$ cat src/rtl/tick_gen.sv
// tick_gen: programmable one-cycle clock-enable generator with periodic/one-shot modes
// and a shadowed divisor. Defining TICKGEN_AUTOSTART_EN makes the block leave reset
// already running in periodic mode, like the legacy free-running 1 Hz enable.
module tick_gen #(
    parameter int FREQ = 50_000_000,
    parameter int W    = $clog2(FREQ + 1)
) (
    input  logic         clk,
    input  logic         n_rst,
    input  logic         start,
    input  logic         stop,
    input  logic         oneshot,
    input  logic         div_load,
    input  logic [W-1:0] div_in,
    output logic         tick,
    output logic         busy,
    output logic         div_err
);
    typedef enum logic {IDLE, RUN} state_t;

`ifdef TICKGEN_AUTOSTART_EN
    localparam state_t RST_STATE = RUN;
    localparam logic   RST_BUSY  = 1'b1;
`else
    localparam state_t RST_STATE = IDLE;
    localparam logic   RST_BUSY  = 1'b0;
`endif
    localparam logic [W-1:0] DIV_RST = W'(FREQ);

    state_t         state, next_state;
    logic [W-1:0]   cnt, cnt_d;
    logic [W-1:0]   div_act, div_d;
    logic [W-1:0]   pend_div, pend_d;
    logic           pend_valid, pv_d;
    logic           mode, mode_d;
    logic           tick_d, busy_d, err_d;
    logic           running, do_start, tc, load_ok;

    // stop dominates start; a start or stop edge never produces a tick
    assign running  = state == RUN;
    assign do_start = start && !stop;
    assign tc       = running && !start && !stop && cnt == div_act - W'(1);
    assign load_ok  = div_load && div_in != '0;

    // state register
    always_ff @(posedge clk or negedge n_rst) begin
        if (!n_rst) state <= RST_STATE;
        else        state <= next_state;
    end

    // next-state: stop > start > one-shot completion
    always_comb begin
        next_state = state;
        if (stop)                next_state = IDLE;
        else if (do_start)       next_state = RUN;
        else if (tc && mode)     next_state = IDLE;
    end

    // next values of the registered outputs
    always_comb begin
        tick_d = tc;
        busy_d = next_state == RUN;
        err_d  = div_load && div_in == '0;
    end

    // counter, mode capture and divisor shadowing
    always_comb begin
        cnt_d  = (stop || start || !running || tc) ? '0 : cnt + W'(1);
        mode_d = do_start ? oneshot : mode;
        div_d  = div_act;
        pend_d = pend_div;
        pv_d   = pend_valid;
        if (load_ok && (!running || start || stop)) begin
            div_d = div_in;
            pv_d  = 1'b0;
        end else if (start || stop) begin
            div_d = pend_valid ? pend_div : div_act;
            pv_d  = 1'b0;
        end else if (tc) begin
            div_d  = pend_valid ? pend_div : div_act;
            pend_d = load_ok ? div_in : pend_div;
            pv_d   = load_ok;
        end else if (load_ok) begin
            pend_d = div_in;
            pv_d   = 1'b1;
        end
    end

    // datapath and output registers
    always_ff @(posedge clk or negedge n_rst) begin
        if (!n_rst) begin
            cnt        <= '0;
            div_act    <= DIV_RST;
            pend_div   <= '0;
            pend_valid <= 1'b0;
            mode       <= 1'b0;
            tick       <= 1'b0;
            busy       <= RST_BUSY;
            div_err    <= 1'b0;
        end else begin
            cnt        <= cnt_d;
            div_act    <= div_d;
            pend_div   <= pend_d;
            pend_valid <= pv_d;
            mode       <= mode_d;
            tick       <= tick_d;
            busy       <= busy_d;
            div_err    <= err_d;
        end
    end
endmodule

$ cat config.mk
export PLATFORM = sky130hd
export DESIGN_NAME = tick_gen
export DESIGN_NICKNAME = d
export VERILOG_FILES = /design/src/rtl/tick_gen.sv
export SDC_FILE = /design/constraint.sdc
export NUM_CORES = 1
export LEC_CHECK = 0
export CAP_MARGIN = 20
export CORE_MARGIN = 5
export CORE_UTILIZATION = 35
export DETAILED_ROUTE_END_ITERATION = 12
export PLACE_DENSITY = 0.56
export SLEW_MARGIN = 15
export SYNTH_ARGS = -nofsm -noshare
export SYNTH_HDL_FRONTEND = slang
export SYNTH_SLANG_ARGS = --single-unit
$ cat constraint.sdc
create_clock -name clk -period 7.3 [get_ports clk]
set_input_delay 1.825 -clock clk [delete_from_list [all_inputs] [get_ports clk]]
set_output_delay 1.825 -clock clk [all_outputs]
set_load 0.05 [all_outputs]
==> run metrics, run 1 <==
outcome completed; Post-Route WL 12900 um; final std cells w/o fill 746; Critical-path top delay cell or2_1; Post-DP Area 5500 um^2; synth warn 0; Die Ht 130 um; drt pass-1 iters 5; slew margin rel. 0.303; max-cap violations 0; Avg Cell Area, Syn 9.22 um^2; grt peak-use layer met2; Cell Chain, Critical Path clkdlybuf4s50_1 -> nor2_1 -> nand2_1 -> nor4_1 -> nand4_1 -> or4b_1 -> nor4_4 -> or2_1 -> nor2_1; LEAKAGE 2.23 nW; Req. time, crit path 7.49 ns; worst min-delay path class reg -> reg; Psw 0.360 mW; final core area utilization 0.403; worst-margin pin slew 1.04 ns; predominant post-synthesis flop cell dfrtp_1; Crit path arrival time 5.11 ns; post-route design area 5790 um^2; layout cells sized above 1 0.119; GR Layer Usage met2 0.259; Layout area overhead 14.0%; first-pass GRT wire length 21400 um; met3 GRT Util 0.0244; post-synthesis async set-or-reset flop share 1.00; PortBufs 34; top-area cell type share of the netlist area 0.350; commonest non-fill, non-tap cells in the layout dfrtp_1 (71), nand2_1 (45), nor2_1 (41), nor4_1 (38), nor3_1 (35); internal cell power 0.887 mW; CP Class in -> reg; Antenna Nets Post-Route 0; H-tree levels 3; sequential fraction of the synthesis area 0.412; commonest non-fill, non-tap cell in the layout dfrtp_1; Cells after DPL 730; Worst Skew 0.00528 ns; period utilisation layout 0.674; number of nets in the layout 591; RSZ-0062 raised after global routing false; grt ovf 0; clk buf depth 2; fin. max-slew vios 0; Synth Instances 551; Final Hold Viols 0; Buffers & Inverters on Critical Path 1; crit-path most repeated cell nor2_1; Switching Fraction 0.289; GR Layer Usage met1 0.211; Syn Nets 585; Cell Rows 44; vias per inst 5.69; routed via count 4243; Multi-input gate area 2800 um^2; Worst setup SP type primary input; Gate power share 0.168; peak supply drop 0.000143 V; All-Layer GR Usage 0.156; ranking of synthesized cells by area dfrtp_1 (35%), dfstp_2 (6.2%), mux2_2 (6.0%); Die X 130 um; area leader, netlist dfrtp_1; CTS resizes 0; Worst-Skew Late Latency 0.34 ns; DR DRC count 0; CTS Hold Buffers Added 0; PwrDens 215 nW/um^2; starting density of the core 0.353; setup bufs post-CTS 0; routability cong. 0.790; Die Footprint 17000 um^2; final worst setup slack 2.38 ns; Hold WS 0.521 ns; dpl ws 1.97 ns; CTS buffer count 9; Flop pwr share 0.480; WL/cell 17.3 um; pin count of the biggest net entering global routing 84; initial antenna violation count 0; Root Buffer clkbuf_16; fmax 203 MHz; register area 2090 um^2; Setup TNS 0 ns; antenna cells 0; max incr delay on CP 0.73 ns; # fillers 1383; CP Capture Type flip-flop; CTS Sinks 83; total power 1.25 mW; IO Pins 35; CTS clk-pin slew, worst paths 0.06 ns; synthesized cell area 5080 um^2; CP top delay family simple AND/OR/NAND/NOR gates; initial DRC count 244; worst-path fanout max 26; minimum clock period 4.92 ns; # setup viols final 0; EDFF count, synth 0; area of the core 14400 um^2; TritonCTS clock tree done; synth unique cells 49; vias in the first global route 4143; share of total power in the clock network 0.352; number of synthesized register bits 83; post-DP HPWL 8650 um
registers in the layout, summed over array words and instances, names as in the netlist:
register and cells:
div_err 1, pend_valid 1, div_act 26, cnt 26, mode 1, busy 1
tick 1, pend_div 26
path summary, 6_finish.rpt:
kind                                          from                 endpoint  slack (ns)  cells past startpoint
min reg2reg                pend_div[9]$_DFFE_PN0P_  pend_div[9]$_DFFE_PN0P_        0.52                      1
min                        pend_div[9]$_DFFE_PN0P_  pend_div[9]$_DFFE_PN0P_        0.52                      1
min in group asynchronous                    n_rst  pend_div[6]$_DFFE_PN0P_        1.53                      1
max in group asynchronous                    n_rst        cnt[20]$_DFF_PN0_        5.22                      1
max                                          start        cnt[11]$_DFF_PN0_        2.38                      9
max reg2reg                 div_act[0]$_DFFE_PN0P_        cnt[11]$_DFF_PN0_        3.64                     10
routing by layer:
layer  up-vias  part of all wire
met4         0             0.013
met2        83              0.49
met3        14             0.028
li1       2055                 -
met5         -                 0
met1      2091              0.47
synthesized netlist by cell type, drive strengths merged, types with 7 or more instances:
cell type / count
xnor2: 30
nand3: 16
nor2: 41
dfstp: 12
nor4: 40
nand2: 45
o21ai: 34
xor2: 27
buf: 10
nand4: 9
mux2: 27
nor3: 35
o22ai: 28
and4b: 27
inv: 7
clkbuf: 32
dfrtp: 71
kinds of logic after synthesis:
kind of cell / share of synthesized area
AOI/OAI and AO/OA: 0.0934
adders and majority gates: 0.00493
xor gates and xnor gates: 0.0983
and+or+nand+nor: 0.292
DFF: 0.412
buffers and inverters: 0.0397
muxes: 0.0599
power by group through the flow:
stage | Sequential, mW | Clock [mW] | Combinational [mW]
global route | 0.607 | 0.465 | 0.232
global placement | 0.601 | 0 | 0.202
detailed placement | 0.605 | 0 | 0.210
floorplan | 0.570 | 0 | 0.169
CTS | 0.597 | 0.444 | 0.211
finish | 0.598 | 0.439 | 0.209
worst register-to-register path, delay by kind of cell (launching register included):
kind / cells / cell delay, ns
simple gates: 7 / 2.54
buf+inv: 1 / 0.09
flops: 1 / 0.47
fa+ha+maj: 1 / 0.20
compound gates: 1 / 0.20
cell type report:
| class | instances | share of cell area |
|---|---|---|
| clock buffers | 12 | 0.0443 |
| well taps | 184 | 0.0398 |
| multi-input cells | 419 | 0.483 |
| clock inverters | 4 | 0.00432 |
| inverters | 7 | 0.00454 |
| flip-flops and latches | 83 | 0.361 |
| repair buffers | 37 | 0.0629 |
Note: power is estimated with default switching activity, not from simulation.
==> inputs of run 2 (changes only) <==
Clock period 7.3 ns to 4.62 ns, I/O delays scaled along.
==> run metrics, run 2 (same netlist as run 1, synthesis figures left out) <==
Die Ht 130 um (unchanged); flop2flop setup slack 1.32 ns (-2.32 ns); minimum clock period 3.75 ns; fin. max-slew vios 0 (unchanged); # setup viols final 0 (unchanged); CTS resizes 0 (unchanged); drt pass-1 iters 4 (-1); initial DRC count 226 (-7.4%); period utilisation layout 0.812; number of nets in the layout 597 (+1.0%); setup bufs post-CTS 0 (unchanged); IO Pins 35 (unchanged); antenna cells 0 (unchanged); CP top delay family simple AND/OR/NAND/NOR gates; starting density of the core 0.353 (unchanged); fmax 266 MHz; worst-path fanout max 54 (+110%); hold_sp cnt[0]$_DFF_PN0_; worst r2r path cells 11 (+1); Antenna Nets Post-Route 0 (unchanged); worst-margin pin slew 0.788 ns (-0.255 ns); Worst setup SP type primary input; TritonCTS clock tree done; peak supply drop 0.000181 V (+27%); Req. time, crit path 4.83 ns (-2.66 ns); Die Footprint 17000 um^2 (unchanged); met3 wire length 295 um (-19%); Buffers & Inverters on Critical Path 2 (+1); Cell Chain, Critical Path clkdlybuf4s50_1 -> nor2_1 -> nand2_1 -> nor4_1 -> nand4_1 -> or4b_1 -> nor4_4 -> buf_12 -> and4b_1 -> nor3_1; Hold Path Depth 1 (unchanged); area of the core 14400 um^2 (unchanged); initial antenna violation count 0 (unchanged); Top Registers cnt (26), div_act (26), pend_div (26); commonest non-fill, non-tap cells in the layout dfrtp_1 (71), nand2_1 (45), nor2_1 (41), nor4_1 (38), nor3_1 (35); PwrDens 339 nW/um^2 (+57%); clk buf depth 2 (unchanged); # fillers 1419 (+2.6%); r2r endpoint div_act[8]$_DFFE_PN0P_; CTS buffer count 9 (unchanged); met2 WL 6040 um (-4.4%); slew margin rel. 0.475 (+0.171); highest routed layer met4; grt ovf 0 (unchanged); DR DRC count 0 (unchanged); PortBufs 34 (unchanged); outcome completed; Met1 Wirelength 6080 um (+0.90%); CTS Hold Buffers Added 0 (unchanged); routability cong. 0.839 (+6.2%); Setup TNS 0 ns (unchanged); All-Layer GR Usage 0.157 (+0.00139); Cells after DPL 736 (+0.82%); Critical-path top delay cell or4b_1; CP Class in -> reg; Die X 130 um (unchanged); post-DP HPWL 8750 um (+1.2%); max incr delay on CP 0.61 ns (-0.12 ns); worst r2r src div_act[0]$_DFFE_PN0P_; Crit path arrival time 3.97 ns (-1.14 ns); Layout area overhead 15.4%; hold endpoint cnt[0]$_DFF_PN0_; final std cells w/o fill 752 (+0.80%); CP Capture Type flip-flop; Cell Rows 44 (unchanged); Post-Route WL 12800 um (-0.50%); max-cap violations 0 (unchanged); vias in the first global route 4255 (+2.7%); vias per inst 5.72 (+0.51%); CTS Sinks 83 (unchanged); commonest non-fill, non-tap cell in the layout dfrtp_1; RSZ-0062 raised after global routing false; CTS clk-pin slew, worst paths 0.06 ns (about the same); Root Buffer clkbuf_16; Worst Skew 0.00894 ns (+0.00367 ns); worst min-delay path class reg -> reg; routed via count 4299 (+1.3%); WL/cell 17.0 um (-1.3%); Final Hold Viols 0 (unchanged); H-tree levels 3 (unchanged); layout cells sized above 1 0.130 (+0.0111); LEAKAGE 2.26 nW (+1.2%); first-pass GRT wire length 21600 um (+0.84%); pin count of the biggest net entering global routing 84 (unchanged); Worst-Skew Late Latency 0.34 ns (about the same)
==> run 2: cell types whose count changed in the layout (fill, tap and decap cells not counted) <==
| cell | previous run | this run |
|---|---|---|
| clkinvlp_4 | 2 | 3 |
| inv_6 | 0 | 1 |
| nand2b_2 | 0 | 1 |
| clkinv_2 | 2 | 1 |
| buf_4 | 3 | 7 |
| nand2b_4 | 1 | 0 |
| buf_12 | 0 | 2 |
| clkbuf_1 | 1 | 0 |
==> run 2: area by class of cell <==
cell class              count  area (um^2)  share of cell area
clock buffers              11          253              0.0431
clock inverters             5         36.3             0.00619
inverters                   7         26.3             0.00448
multi-input cells         419         2790               0.476
flip-flops and latches     83         2090               0.357
well taps                 184          230              0.0393
repair buffers             43          434              0.0741
==> run 2: report_power, final <==
group | total (mW) | switching (mW) | leakage (nW) | internal [mW]
registers | 0.948 | 0.117 | 1.03 | 0.830
logic | 0.339 | 0.156 | 1.09 | 0.183
clock network | 0.698 | 0.304 | 0.134 | 0.395
==> run 2: worst max path at each step <==
stage               start                       to  slack [ns]  cells past startpoint
finish              start   div_act[8]$_DFFE_PN0P_        0.87                     10
global route        start  div_act[10]$_DFFE_PN0P_        0.68                     10
CTS                 start   div_act[3]$_DFFE_PN0P_        0.89                     10
detailed placement  start   div_act[3]$_DFFE_PN0P_        0.54                     10
global placement    start  div_act[24]$_DFFE_PN0P_        0.65                     10
floorplan           start        cnt[18]$_DFF_PN0_        1.30                     10
==> run 2: metal layers <==
layer / vias to the layer above / track usage
li1: 2070 / -
met1: 2138 / 0.213
met2: 67 / 0.252
met3: 24 / 0.0203
met4: 0 / 0.0726
met5: - / 0
==> run 2: metrics by stage <==
step / total power [mW] / setup slack, ns / hold slack, ns / util / area [um^2]
floorplan: 1.17 / 1.30 / 0.461 / - / 5080
global placement: 1.28 / 0.646 / 0.488 / 0.388 / 5570
detailed placement: 1.30 / 0.543 / 0.498 / 0.388 / 5570
CTS: 2.00 / 0.893 / 0.506 / 0.408 / 5860
global route: 2.08 / 0.684 / 0.533 / 0.408 / 5860
finish: 1.98 / 0.866 / 0.502 / 0.408 / 5860
==> edit 1, RTL diff (settings of run 1) <==
Reset style: synchronous (`n_rst`), changed in 2 clocked blocks.
--- a/src/rtl/tick_gen.sv
+++ b/src/rtl/tick_gen.sv
@@ -43,7 +43,7 @@
     assign load_ok  = div_load && div_in != '0;
 
     // state register
-    always_ff @(posedge clk or negedge n_rst) begin
+    always_ff @(posedge clk) begin
         if (!n_rst) state <= RST_STATE;
         else        state <= next_state;
     end
@@ -87,7 +87,7 @@
     end
 
     // datapath and output registers
-    always_ff @(posedge clk or negedge n_rst) begin
+    always_ff @(posedge clk) begin
         if (!n_rst) begin
             cnt        <= '0;
             div_act    <= DIV_RST;
Check against the original RTL: differs if n_rst is asserted again (counterexample within 4 cycles, from zero or initial values and one cycle with n_rst low); with n_rst held inactive, the same outputs for 4 cycles.
==> edit 1 against run 1 <==
- sequential cell count did not move
- power fell by 11%
- critical path depth rose by 1
- core utilization rose by 0.24 points
- setup slack got worse by 0.011 ns
- routed wire length fell by 3.4%
- area after synthesis fell by 0.49%
- first-iteration DRC count fell by 18%
- maximum frequency fell by 0.22%
- final cell count rose by 7.9%
- synthesized cell count rose by 10%
- via count rose by 0.85%
- final area rose by 0.61%
- highest routed layer unchanged
==> edit 1: results <==
set metrics [dict create \
    yosysWarnings 0 \
    synthDistinctLibCells 54 \
    grt_pass1_wl_mm 21.1 \
    htree_levels 3 \
    clock_path_buffers 2 \
    wl_per_cell_um 15.4 \
    wl_met2_mm 5.63 \
    placedCellCount 788 \
    wl_met1_mm 6.25 \
    largestRegisters "cnt x26, div_act x26, pend_div x26" \
    netlist_top_cells_area "dfxtp_1, mux2i_1, nor2_1" \
    synth-seq-area-share 0.329 \
    grt_max_degree 57 \
    io_buffers 34 \
    critPathMaxFanout 21 \
    min_path_type "flop to flop" \
    synthArstFlopShare 0 \
    dr.pass1.iters 4 \
    highest_layer "met4" \
    grt_use_met3 0.0184 \
    antenna_found_initial 0 \
    grt_pass1_vias 4257 \
    syn_nets 641 \
    layout-drive-gt1-share 0.114 \
    placed_area_um2 5490 \
    muxShareOfSynthArea 0.159 \
    met3WireLength_um 296 \
    p_switching_uw 276 \
    synth_fa_ha_area_frac 0.00495 \
    cts_buffers 9 \
    synthFlopType "dfxtp_1" \
    p_leak_nw 2.16 \
    nNetsFinal 650 \
    synth_cells 607 \
    cts_setup_buffers 0 \
    synth_xor_area_frac 0.0884 \
    slew_headroom 0.293 \
    peakVddDrop_mv 0.104 \
    place_congestion 0.777 \
    track_usage 0.154 \
    skew_ns 0.00568 \
    synth_common_cells "nor2_1, dfxtp_1, mux2i_1, nand2_1, a21oi_1" \
    n_fill_cell 1440 \
    post_cts_resized 0 \
    via_per_inst 5.32 \
    dpl_worst_slack_ns 1.69 \
    totalWireLength_mm 12.4 \
    status "finished, final reports clean" \
    grtUsageMet1 0.211 \
    grtUsageMet2 0.245 \
    synth_compound_area_frac 0.127 \
    antenna_cells 0 \
    initialDrtViolationCount 201 \
    dp_hpwl_mm 8.81 \
]
edit 1: changes by cell type in the layout (fill, tap and decap cells not counted), sizes merged, moves of 12 or more:
cell / run 1 / this run
o21ai: 34 / 19
nor3: 35 / 8
o22ai: 28 / 1
dfstp: 12 / 0
nor2: 41 / 89
mux2i: 0 / 43
a21oi: 3 / 45
dfxtp: 0 / 83
or3: 3 / 15
dfrtp: 71 / 0
a21o: 0 / 12
and4b: 27 / 0
nor4: 40 / 16
edit 1: critical path, stage by stage:
cell and delay (ns):
clkdlybuf4s50_1 0.46, nor2_1 0.36, nand3_1 0.11, or4_1 0.42, or3_1 0.34, a2111oi_2 0.45, nand4_4 0.46, nand4_1 0.41
buf_6 0.24, nor2_1 0.07
edit 1: final timing paths:
kind | startpoint | to | slack, ns | depth (start not counted)
worst max-delay path | start | cnt[16] | 2.37 | 10
worst min-delay path | pend_div[7] | pend_div[7] | 0.50 | 2
worst max register to register | div_act[0] | cnt[16] | 3.51 | 11
worst min register to register | pend_div[7] | pend_div[7] | 0.50 | 2
edit 1: final cells by class:
type | count | area [um^2] | share of cell area
Inverter | 9 | 33.8 | 0.00580
Multi-Input combinational cell | 475 | 3200 | 0.549
Timing Repair Buffer | 38 | 374 | 0.0642
Clock buffer | 11 | 243 | 0.0417
Tap cell | 184 | 230 | 0.0395
Sequential cell | 83 | 1660 | 0.285
Clock inverter | 5 | 85.1 | 0.0146
edit 1: power groups by stage:
stage / Clock, mW / Sequential, mW / Combinational [mW]
6_report: 0.501 / 0.485 / 0.129
4_1_cts: 0.514 / 0.484 / 0.129
3_5_place_dp: 0 / 0.495 / 0.128
2_1_floorplan: 0 / 0.484 / 0.0929
5_1_grt: 0.534 / 0.487 / 0.142
3_3_place_gp: 0 / 0.494 / 0.126
==> edit 2, RTL diff (flow settings as in run 1) <==
Without the edit above. The option `TICKGEN_AUTOSTART_EN` is turned on by a define.
--- a/src/rtl/tick_gen.sv
+++ b/src/rtl/tick_gen.sv
@@ -1,6 +1,8 @@
 // tick_gen: programmable one-cycle clock-enable generator with periodic/one-shot modes
 // and a shadowed divisor. Defining TICKGEN_AUTOSTART_EN makes the block leave reset
 // already running in periodic mode, like the legacy free-running 1 Hz enable.
+`define TICKGEN_AUTOSTART_EN
+
 module tick_gen #(
     parameter int FREQ = 50_000_000,
     parameter int W    = $clog2(FREQ + 1)
Formal check against the unedited RTL: not equivalent (Yosys sat finds a counterexample within 4 cycles, from zero or initial values and one cycle with n_rst low).
==> edit 2 against run 1 <==
- power increased by 3.1%
- via count grew 0.24%
- setup slack got worse by 0.024 ns
- combinational power about the same
- sequential cell count stayed put
- non-clock buffer count unchanged
- sequential power is essentially flat
- final area up 0.48%
- routed wire length is 1.5% lower
- synthesized cell count unchanged
- global-route usage fell by 0.23 points
- clock power rose by 9.1%
- area after synthesis about the same
- first-iteration DRC count rose by 10%
==> edit 2: results <==
set metrics [dict create \
    status "finished, final reports clean" \
    slew_headroom 0.302 \
    dp_hpwl_mm 8.53 \
    via_per_inst 5.71 \
    antenna_cells 0 \
    placed_area_um2 5500 \
    arrival_ns 5.12 \
    skew_ns 0.0111 \
    peakVddDrop_mv 0.115 \
    initialDrtViolationCount 269 \
    nNetsFinal 591 \
    io_buffers 34 \
    wl_per_cell_um 17.0 \
    netlist_top_cells_area "dfrtp_1, dfstp_2, mux2_2" \
    critPathMaxStageDelay_ns 0.74 \
    track_usage 0.154 \
    grt_pass1_wl_mm 20.9 \
    min_path_type "flop to flop" \
    cts_setup_buffers 0 \
    antenna_found_initial 0 \
    place_congestion 0.791 \
    n_fill_cell 1415 \
    synth_common_cells "dfrtp_1, nand2_1, nor2_1" \
    layout-drive-gt1-share 0.119 \
    cp_slowest_cell "or2_1" \
    grt_pass1_vias 4139 \
    p_leak_nw 2.25 \
    synth-seq-area-share 0.412 \
]
edit 2: cell families after synthesis:
kind of cell,Yosys count,share of synthesized area
and+or+nand+nor,254,0.292
DFF,83,0.412
AOI/OAI and AO/OA,79,0.0934
xor gates and xnor gates,57,0.0983
buffers and inverters,49,0.0397
muxes,27,0.0599
adders and majority gates,2,0.00493
edit 2: area by class of cell:
class | count | area share
Clock buffer | 10 | 0.0394
Clock inverter | 5 | 0.0135
Inverter | 7 | 0.00452
Multi-Input combinational cell | 419 | 0.481
Sequential cell | 83 | 0.360
Tap cell | 184 | 0.0396
Timing Repair Buffer | 37 | 0.0626
edit 2: critical path, delay by kind of cell:
kind,cells,cell delay [ns]
and+or+nand+nor,8,2.83
buffers and inverters,1,0.46
edit 2: metal layers:
metal | global-route usage | wire length (um) | vias to the layer above
met5 | 0 | 0 | -
met4 | 0.0665 | 301 | 0
met3 | 0.0175 | 351 | 19
met2 | 0.246 | 6050 | 81
met1 | 0.211 | 5980 | 2106
li1 | - | - | 2047
edit 2: through the flow:
| stage | cells | worst slack (ns) | utilization | power, mW |
|---|---|---|---|---|
| 6_report | 745 | 2.36 | 0.405 | 1.29 |
| 3_5_place_dp | 730 | 2.02 | 0.383 | 0.814 |
| 5_1_grt | 745 | 2.16 | 0.405 | 1.34 |
| 3_3_place_gp | 730 | 2.06 | 0.383 | 0.803 |
| 2_1_floorplan | 551 | 3.32 | - | 0.739 |
| 4_1_cts | 745 | 2.40 | 0.404 | 1.30 |
edit 2: power breakdown:
group,internal [mW],switching [mW],total (mW)
Clock,0.297,0.182,0.479
Combinational,0.113,0.0955,0.209
Sequential,0.526,0.0720,0.598
edit 2: final timing paths:
check                                start          end  slack, ns  cells past startpoint
worst max-delay path                 start      cnt[23]       2.36                      9
worst min-delay path                cnt[0]       cnt[0]       0.51                      1
worst max register to register  div_act[0]      cnt[23]       3.72                     10
worst min register to register      cnt[0]       cnt[0]       0.51                      1
max in group asynchronous            n_rst      cnt[17]       5.25                      1
min in group asynchronous            n_rst  pend_div[7]       1.53                      1
